File: src/rtl/uart_tx_arbiter_if.sv
// Byte-stream bus joining two message requesters, the arbiter and the UART transmitter input.
interface uart_tx_arbiter_if;
  localparam int unsigned DATA_W = 8;

  logic [DATA_W-1:0] req0_data;
  logic              req0_valid;
  logic              req0_last;
  logic              req0_ready;
  logic [DATA_W-1:0] req1_data;
  logic              req1_valid;
  logic              req1_last;
  logic              req1_ready;
  logic [DATA_W-1:0] tx_data;
  logic              tx_valid;
  logic              tx_ready;
  logic [1:0]        grant;
  logic              arb_timeout;

  modport slave (
    input  req0_data, req0_valid, req0_last,
    input  req1_data, req1_valid, req1_last,
    input  tx_ready,
    output req0_ready, req1_ready,
    output tx_data, tx_valid, grant, arb_timeout
  );

  modport master (
    output req0_data, req0_valid, req0_last,
    output req1_data, req1_valid, req1_last,
    output tx_ready,
    input  req0_ready, req1_ready,
    input  tx_data, tx_valid, grant, arb_timeout
  );
endinterface

File: src/rtl/uart_tx_arbiter.sv
// Two-requester arbiter in front of a UART transmitter; holds the grant for a whole message.
// Optional forced release of a stalled lock is enabled by defining UART_TX_ARB_TIMEOUT_EN.
module uart_tx_arbiter #(
  parameter int unsigned LOCK_TIMEOUT = 1024
) (
  input logic              clk,
  input logic              reset,
  uart_tx_arbiter_if.slave bus
);
  localparam int unsigned DATA_W  = 8;
  localparam int unsigned CNT_W   = 16;
  localparam int unsigned CNT_MAX = (1 << CNT_W) - 1;

  typedef enum logic [1:0] {
    IDLE  = 2'd0,
    LOCK0 = 2'd1,
    LOCK1 = 2'd2
  } state_e;

  state_e            state_q, state_d;
  logic              ptr_q, ptr_d;
  logic [1:0]        grant_q, grant_d;
  logic [DATA_W-1:0] tx_data_c;
  logic              tx_valid_c;
  logic              req0_ready_c;
  logic              req1_ready_c;
  logic              last_c;
  logic              xfer_c;
  logic              timeout_c;

  // The timeout counter is 16 bits wide, so the limit must fit in it.
  if (LOCK_TIMEOUT == 0 || LOCK_TIMEOUT > CNT_MAX) begin : g_bad_lock_timeout
    $error("uart_tx_arbiter: LOCK_TIMEOUT must be in 1..65535");
  end

  // Owner passthrough: data, valid and ready go straight through with no added latency.
  always_comb begin
    tx_data_c    = '0;
    tx_valid_c   = 1'b0;
    req0_ready_c = 1'b0;
    req1_ready_c = 1'b0;
    last_c       = 1'b0;
    case (state_q)
      LOCK0: begin
        tx_data_c    = bus.req0_data;
        tx_valid_c   = bus.req0_valid;
        req0_ready_c = bus.tx_ready;
        last_c       = bus.req0_last;
      end
      LOCK1: begin
        tx_data_c    = bus.req1_data;
        tx_valid_c   = bus.req1_valid;
        req1_ready_c = bus.tx_ready;
        last_c       = bus.req1_last;
      end
      default: ;
    endcase
  end

  assign xfer_c = tx_valid_c && bus.tx_ready;

  // Next state: IDLE always lasts one cycle, so consecutive messages get a one-cycle bubble.
  always_comb begin
    state_d = state_q;
    ptr_d   = ptr_q;
    case (state_q)
      IDLE: begin
        if (bus.req0_valid && (!bus.req1_valid || !ptr_q)) begin
          state_d = LOCK0;
        end else if (bus.req1_valid) begin
          state_d = LOCK1;
        end
      end
      LOCK0, LOCK1: begin
        if ((xfer_c && last_c) || timeout_c) begin
          state_d = IDLE;
          ptr_d   = (state_q == LOCK0);
        end
      end
      default: state_d = IDLE;
    endcase
    grant_d = {state_d == LOCK1, state_d == LOCK0};
  end

  always_ff @(posedge clk) begin
    if (reset) begin
      state_q <= IDLE;
      ptr_q   <= 1'b0;
      grant_q <= 2'b00;
    end else begin
      state_q <= state_d;
      ptr_q   <= ptr_d;
      grant_q <= grant_d;
    end
  end

`ifdef UART_TX_ARB_TIMEOUT_EN
  logic [CNT_W-1:0] cnt_q, cnt_d;
  logic             arb_timeout_q;

  // Counts locked cycles with no transfer; fires after exactly LOCK_TIMEOUT of them.
  always_comb begin
    timeout_c = (state_q != IDLE) && !xfer_c && (cnt_q == CNT_W'(LOCK_TIMEOUT - 1));
    cnt_d     = '0;
    if ((state_q != IDLE) && !xfer_c && !timeout_c) begin
      cnt_d = cnt_q + CNT_W'(1);
    end
  end

  always_ff @(posedge clk) begin
    if (reset) begin
      cnt_q         <= '0;
      arb_timeout_q <= 1'b0;
    end else begin
      cnt_q         <= cnt_d;
      arb_timeout_q <= timeout_c;
    end
  end

  assign bus.arb_timeout = arb_timeout_q;
`else
  assign timeout_c       = 1'b0;
  assign bus.arb_timeout = 1'b0;
`endif

  assign bus.tx_data    = tx_data_c;
  assign bus.tx_valid   = tx_valid_c;
  assign bus.req0_ready = req0_ready_c;
  assign bus.req1_ready = req1_ready_c;
  assign bus.grant      = grant_q;
endmodule

File: src/flat_wrapper.sv
// flat-port wrapper written by rule: the top's interface ports become plain ports
module uart_tx_arbiter_flat 
#(
  parameter int unsigned LOCK_TIMEOUT = 1024
)
  (clk, reset, bus_req0_data, bus_req0_valid, bus_req0_last, bus_req1_data, bus_req1_valid, bus_req1_last, bus_tx_ready, bus_req0_ready, bus_req1_ready, bus_tx_data, bus_tx_valid, bus_grant, bus_arb_timeout);
  uart_tx_arbiter_if bus_i ();
  input logic clk;
  input logic reset;
  input wire logic [$bits(bus_i.req0_data)-1:0] bus_req0_data;
  input wire logic [$bits(bus_i.req0_valid)-1:0] bus_req0_valid;
  input wire logic [$bits(bus_i.req0_last)-1:0] bus_req0_last;
  input wire logic [$bits(bus_i.req1_data)-1:0] bus_req1_data;
  input wire logic [$bits(bus_i.req1_valid)-1:0] bus_req1_valid;
  input wire logic [$bits(bus_i.req1_last)-1:0] bus_req1_last;
  input wire logic [$bits(bus_i.tx_ready)-1:0] bus_tx_ready;
  output wire logic [$bits(bus_i.req0_ready)-1:0] bus_req0_ready;
  output wire logic [$bits(bus_i.req1_ready)-1:0] bus_req1_ready;
  output wire logic [$bits(bus_i.tx_data)-1:0] bus_tx_data;
  output wire logic [$bits(bus_i.tx_valid)-1:0] bus_tx_valid;
  output wire logic [$bits(bus_i.grant)-1:0] bus_grant;
  output wire logic [$bits(bus_i.arb_timeout)-1:0] bus_arb_timeout;
  assign bus_i.req0_data = bus_req0_data;
  assign bus_i.req0_valid = bus_req0_valid;
  assign bus_i.req0_last = bus_req0_last;
  assign bus_i.req1_data = bus_req1_data;
  assign bus_i.req1_valid = bus_req1_valid;
  assign bus_i.req1_last = bus_req1_last;
  assign bus_i.tx_ready = bus_tx_ready;
  assign bus_req0_ready = bus_i.req0_ready;
  assign bus_req1_ready = bus_i.req1_ready;
  assign bus_tx_data = bus_i.tx_data;
  assign bus_tx_valid = bus_i.tx_valid;
  assign bus_grant = bus_i.grant;
  assign bus_arb_timeout = bus_i.arb_timeout;
  uart_tx_arbiter #(.LOCK_TIMEOUT(LOCK_TIMEOUT)) u_core (.clk(clk), .reset(reset), .bus(bus_i));
endmodule
File: config.mk
export PLATFORM = sky130hd
export DESIGN_NAME = uart_tx_arbiter_flat
export DESIGN_NICKNAME = d
export VERILOG_FILES = /design/src/rtl/uart_tx_arbiter_if.sv /design/src/rtl/uart_tx_arbiter.sv /design/src/flat_wrapper.sv
export SDC_FILE = /design/constraint.sdc
export NUM_CORES = 1
export LEC_CHECK = 0
export CORE_UTILIZATION = 29
export CTS_BUF_LIST = sky130_fd_sc_hd__clkbuf_4 sky130_fd_sc_hd__clkbuf_8
export CTS_CLUSTER_DIAMETER = 150
export CTS_CLUSTER_SIZE = 10
export DETAILED_ROUTE_END_ITERATION = 10
export GPL_TIMING_DRIVEN = 0
export HOLD_SLACK_MARGIN = 0.02
export PLACE_DENSITY_LB_ADDON = 0.25
export RECOVER_POWER = 100
export SETUP_SLACK_MARGIN = 0.3
export SLEW_MARGIN = 20
export SYNTH_ARGS = -nofsm -noshare
export SYNTH_HDL_FRONTEND = slang
export SYNTH_SLANG_ARGS = --single-unit
export TNS_END_PERCENT = 20
File: constraint.sdc
create_clock -name clk -period 1.7 [get_ports clk]
set_clock_uncertainty 0.15 [all_clocks]
set_input_delay 0.255 -clock clk [delete_from_list [all_inputs] [get_ports clk]]
set_output_delay 0.255 -clock clk [all_outputs]
set_load 0.03 [all_outputs]
==> results of run 1 <==
[registers in the layout (all words and copies together), names as in the netlist]
register / flops
u_core.state_q: 2
u_core.bus.grant: 2
u_core.ptr_q: 1
[placed cells by master (no fill, tap or decap), drive strengths merged, types with 2 or more instances in the layout]
master | Yosys | layout
and2 | 3 | 3
inv | 2 | 2
buf | 2 | 15
dfxtp | 5 | 5
clkdlybuf4s15 | 0 | 2
a22oi | 8 | 8
nor2b | 9 | 9
clkdlybuf4s50 | 0 | 22
a31oi | 2 | 2
nor4b | 2 | 2
nor3 | 2 | 2
clkbuf | 2 | 8
ha | 4 | 4
a22o | 2 | 2
[where the power goes]
group | total [W] | internal (W) | switching [W]
combinational | 0.000482 | 0.000271 | 0.000212
clock | 0.000157 | 0.000105 | 0.0000525
sequential | 0.000143 | 0.000130 | 0.0000133
[synth_stat cells, drive strengths merged]
cell    n  area share (%)
a22o    2             5.8
a22oi   8              13
a31oi   2             2.8
and2    3             4.1
buf     2             4.1
clkbuf  2             1.7
conb    1            0.83
dfxtp   5              22
ha      4              11
inv     2             1.7
mux2i   1             2.2
nand2   1            0.83
nand3   1             2.2
nand3b  1             1.7
nand4   1             1.4
nor2    1            0.83
nor2b   9              12
nor3    2             2.2
nor4b   2             3.9
o21a    1             1.7
o21ai   1             1.1
o21ba   1             2.2
[final cells by class]
class | count | area, sq um
Multi-Input combinational cell | 42 | 500
Timing Repair Buffer | 41 | 405
Fill cell | 82 | 246
Sequential cell | 5 | 108
Buffer | 4 | 61.3
Clock buffer | 4 | 30.0
Tap cell | 15 | 18.8
Inverter | 2 | 12.5
[worst max-delay path: cells and delay by family, from the launching register on]
| family | cells | cell delay, ns |
|---|---|---|
| simple gates | 1 | 0.05 |
| flops | 1 | 0.37 |
| buf+inv | 3 | 0.37 |
| compound gates | 1 | 0.20 |
| fa+ha+maj | 1 | 0.17 |
[what timing repair did]
| action | in CTS | in global routing |
|---|---|---|
| hold endpoints to repair | 0 | 0 |
| hold buffers | 0 | 0 |
| setup endpoints to repair | 18 | 17 |
| pin swaps | 13 | 9 |
| gates resized for setup | 70 | 3 |
| setup buffers | 4 | 0 |
| gates cloned | 2 | 0 |
[stage by stage]
| step | area (sq um) | power, W | util [%] | TNS [ns] | worst slack, ns |
|---|---|---|---|---|---|
| 2_1_floorplan | 664 | 0.000430 | - | 0 | 0.161 |
| 3_3_place_gp | 1030 | 0.000555 | 74.8 | -4.51 | -0.531 |
| 3_5_place_dp | 1030 | 0.000562 | 74.8 | -4.71 | -0.550 |
| 4_1_cts | 1140 | 0.000795 | 82.8 | -1.37 | -0.145 |
| 5_1_grt | 1140 | 0.000821 | 82.2 | -2.04 | -0.187 |
| 6_report | 1140 | 0.000783 | 82.2 | -1.30 | -0.135 |
[metal layers]
layer / routed length, um / share of wire, %
met3: 108 / 5.9
met5: 0 / 0
met2: 974 / 53
met4: 46 / 2.5
met1: 696 / 38
[final timing paths]
kind / to / cells after the start
min reg2reg: u_core.ptr_q$_SDFFE_PP0P_ / 2
max: bus_tx_data[7] / 6
max reg2reg: u_core.bus.grant[0]$_SDFF_PP0_ / 7
min: u_core.ptr_q$_SDFFE_PP0P_ / 2
[logic make-up (layout without fill, tap and decap cells)]
kind of cell / after synthesis / count (layout) / synth area share (%)
flip-flops: 5 / 5 / 22.1
adder cells (fa/ha/maj): 4 / 4 / 11.1
other: 1 / 1 / 0.828
AND/OR/NAND/NOR: 21 / 21 / 29.6
multiplexers: 1 / 1 / 2.21
AO/OA/AOI/OAI: 15 / 15 / 26.8
buffers and inverters: 6 / 51 / 7.46
==> run metrics, run 1 <==
WL/cell 16.2 um; Worst Path Arrival 1.43 ns; vias in the first global route 678; CP Launch Type register; Final period util 108%; failing checks setup timing; gr usage total 22.8%; Max Slew Vio Count 0; Clock Sinks 5; Final Hold Vio Count 0; Final Setup Violations 12; # diodes 0; first-pass GRT wire length 3.07 mm; fin cells 113; routability cong. 0.671; Peak VDD IR 592 uV; drt total wl 1.83 mm; Mapped Area 453 sq um; initial antenna violation count 0; worst min path class register to register; Unique masters post-synth 24; largest net degree at the start of global routing 11; minimum clock period 1.84 ns; first-pass iteration count of the detailed router 1; final worst setup slack -0.135 ns; Reg2Reg Launch Point u_core.state_q[0]$_SDFF_PP0_; status complete, but fails checks; Port Buffers 35; RSZ-0062 raised after global routing yes; Remaining Overflow, GRT 0; worst-path maximum fanout 5; met3 Track Usage GR 4.78%; Cell Pwr Density 689 nW/um^2; clk root buf clkbuf_4; synthesized area per cell 8.55 sq um; critical path, cell by cell inv_4 > ha_4 > clkbuf_16 > a22oi_2 > nor2b_4 > buf_4; sequential element share of the synthesized area 22.1%; Residual DRC 0; most used routing layer met2; CTS tree built; die height 41.5 um; Leak 0.431 nW; layout cell share with drive strength beyond 1 57.1%; IO Pins 37; Worst Setup Path Type register to output port; Yosys reg bits 5; total of max-cap violations 0; remaining antenna violation count after routing 0; Req. time, crit path 1.29 ns; Post-DP HPWL 1.13 mm; Clock Latency Late Sink 0.25 ns; H-tree level count 1; f_max 545 MHz; FP Rows 13; critical path's largest stage delay 0.37 ns; global routing usage on met1 23.2%; Via Count 571; Placed Instances 103; Reg clk slew, reported paths 0.04 ns; Num CTS Buffers 3; total die area 1720 sq um; area delta synth->final 151%; start point of the critical path u_core.state_q[1]$_SDFF_PP0_; CP Capture Type output port; DIE WIDTH 41.5 um; M2 GR Usage 44.4%; Initial Utilization 32.8%; Mapped Cells 53; Synthesized Nets 80; synth warn 0; initial DRC count 0; Clock Tree Buf Depth 2; HP Start u_core.ptr_q$_SDFFE_PP0P_; slowest stage cell on the critical path dfxtp_4; Vias per Instance 5.05; flop2flop setup slack -0.01 ns; Fin Hold WS 0.351 ns; Nets 126; Core Area 1380 sq um
(Power assumes the default switching activity.)
==> run 2, diff against run 1 <==
--- a/config.mk
+++ b/config.mk
@@ -15,6 +15,7 @@
 export PLACE_DENSITY_LB_ADDON = 0.25
 export RECOVER_POWER = 100
 export SETUP_SLACK_MARGIN = 0.3
+export SKIP_LAST_GASP = 1
 export SLEW_MARGIN = 20
 export SYNTH_ARGS = -nofsm -noshare
 export SYNTH_HDL_FRONTEND = slang
==> run metrics, run 2 (synthesis results as in run 1) <==
WL/cell 15.3 um (-5.2%); Remaining Overflow, GRT 0 (unchanged); Fin Hold WS 0.350 ns (-0.000358 ns); dpl cell area 1030 sq um (unchanged); Cell Pwr Density 690 nW/um^2 (+0.13%); final worst setup slack -0.144 ns (-0.00885 ns); first-pass GRT wire length 3.00 mm (-2.2%); fin util 81.7% (-0.45 points); post-route cell area 1130 sq um (-0.55%); DIE WIDTH 41.5 um (unchanged); Reg clk slew, reported paths 0.04 ns (about the same); IO Pins 37 (unchanged); global routing usage on met1 23.4% (+0.26 points); # diodes 0 (unchanged); minimum clock period 1.84 ns (+0.00885 ns); clk root buf clkbuf_4; Num CTS Buffers 3 (unchanged); Clock Latency Late Sink 0.25 ns (about the same); commonest non-fill, non-tap cell in the layout clkdlybuf4s50_1; CP Capture Type output port; total of max-cap violations 0 (unchanged); Final Hold Vio Count 0 (unchanged); die height 41.5 um (unchanged); Vias per Instance 5.12 (+1.4%); Port Buffers 35 (unchanged); Initial Utilization 32.8% (unchanged); CP Launch Type register; Clock Sinks 5 (unchanged); WP buf/inv 2 (-1); Core Area 1380 sq um (unchanged); f_max 542 MHz (-0.48%); Clock Tree Buf Depth 2 (unchanged); Via Count 579 (+1.4%); drt total wl 1.73 mm (-5.2%); gr usage total 22.4% (-0.36 points); M2 GR Usage 44.1% (-0.31 points); Req. time, crit path 1.29 ns (about the same); Final Setup Violations 12 (unchanged); Worst Path Arrival 1.44 ns (about the same); Filler cells 82 (unchanged); worst min path class register to register; vias in the first global route 651 (-4.0%); worst-path maximum fanout 4 (-1); critical path, cell by cell inv_4 > ha_4 > a22o_4 > and2_4 > buf_4; Setup WS pre-CTS -0.550 ns (unchanged); initial antenna violation count 0 (unchanged); Peak VDD IR 556 uV (-6.1%); Final period util 108% (+0.52 points); H-tree level count 1 (unchanged); first-pass iteration count of the detailed router 2 (+1); area delta synth->final 149%; layout cell share with drive strength beyond 1 56.1% (-1.0 points); status complete, but fails checks; Top delay family on crit path flip-flops; Post-DP HPWL 1.13 mm (unchanged); Max Slew Vio Count 0 (unchanged); routability cong. 0.671 (unchanged); critical path's largest stage delay 0.37 ns (about the same); total die area 1720 sq um (unchanged); RSZ-0062 raised after global routing yes; CTS tree built; initial DRC count 7 (+7); most frequent cells in the layout clkdlybuf4s50_1, buf_4, a22oi_2, nor2b_4; Nets 126 (unchanged); Worst Setup Path Type register to output port; most used routing layer met2; largest net degree at the start of global routing 11 (unchanged); Residual DRC 0 (unchanged); FP Rows 13 (unchanged); slowest stage cell on the critical path dfxtp_4; setup TNS -1.38 ns (-0.0800 ns); failing checks setup timing; Leak 0.430 nW (-0.40%); met3 Track Usage GR 3.48% (-1.3 points); remaining antenna violation count after routing 0 (unchanged)
[run 2: per-layer routing]
metal / wire (um) / share of wire [%] / vias up
li1: - / - / 281
met1: 649 / 37 / 272
met2: 959 / 55 / 23
met3: 95 / 5.5 / 3
met4: 26 / 1.5 / 0
met5: 0 / 0 / -
[run 2: power by group]
part	total (W)	switching, W	internal, W
sequential	0.000143	0.0000133	0.000130
combinational	0.000476	0.000206	0.000270
clock	0.000160	0.0000551	0.000105
total	0.000780	0.000274	0.000506
[run 2: repair_timing]
action,CTS,global route
setup buffers,4,0
hold buffers,0,0
setup endpoints to repair,18,18
resized for setup,65,2
pin swaps,3,2
gates cloned,2,0
[run 2: layout make-up]
type / instances / area, sq um / share of cell area, %
repair buffers: 41 / 403 / 35.7
clock buffers: 4 / 30.0 / 2.66
flip-flops and latches: 5 / 108 / 9.52
inverters: 2 / 12.5 / 1.11
well taps: 15 / 18.8 / 1.66
plain buffers: 4 / 61.3 / 5.43
multi-input cells: 42 / 497 / 44.0
[run 2: path summary, 6_finish.rpt]
| path | startpoint | endpoint | slack (ns) | cells past startpoint |
|---|---|---|---|---|
| max reg2reg | u_core.state_q[1]$_SDFF_PP0_ | u_core.bus.grant[0]$_SDFF_PP0_ | 0 | 7 |
| max | u_core.state_q[1]$_SDFF_PP0_ | bus_tx_valid | -0.14 | 5 |
| min | u_core.ptr_q$_SDFFE_PP0P_ | u_core.ptr_q$_SDFFE_PP0P_ | 0.35 | 2 |
| min reg2reg | u_core.ptr_q$_SDFFE_PP0P_ | u_core.ptr_q$_SDFFE_PP0P_ | 0.35 | 2 |
[run 2: metrics by stage]
step | std cells | total power, W
floorplan | 53 | 0.000430
global placement | 103 | 0.000555
detailed placement | 103 | 0.000562
CTS | 113 | 0.000787
global route | 113 | 0.000820
finish | 113 | 0.000780
[run 2: worst reg2reg max path, delay by kind of cell, from the launching register on]
family                     cells  cell delay, ns
and+or+nand+nor                2            0.34
adders and majority gates      1            0.17
AOI/OAI and AO/OA              2            0.37
buffers and inverters          2            0.18
DFF                            1            0.37
==> run 3, diff against run 2 <==
--- a/config.mk
+++ b/config.mk
@@ -16,7 +16,6 @@
 export RECOVER_POWER = 100
 export SETUP_SLACK_MARGIN = 0.3
 export SKIP_LAST_GASP = 1
-export SLEW_MARGIN = 20
 export SYNTH_ARGS = -nofsm -noshare
 export SYNTH_HDL_FRONTEND = slang
 export SYNTH_SLANG_ARGS = --single-unit
==> results of run 3 <==
No change in the layout: final DEF, timing and power equal those of run 2.
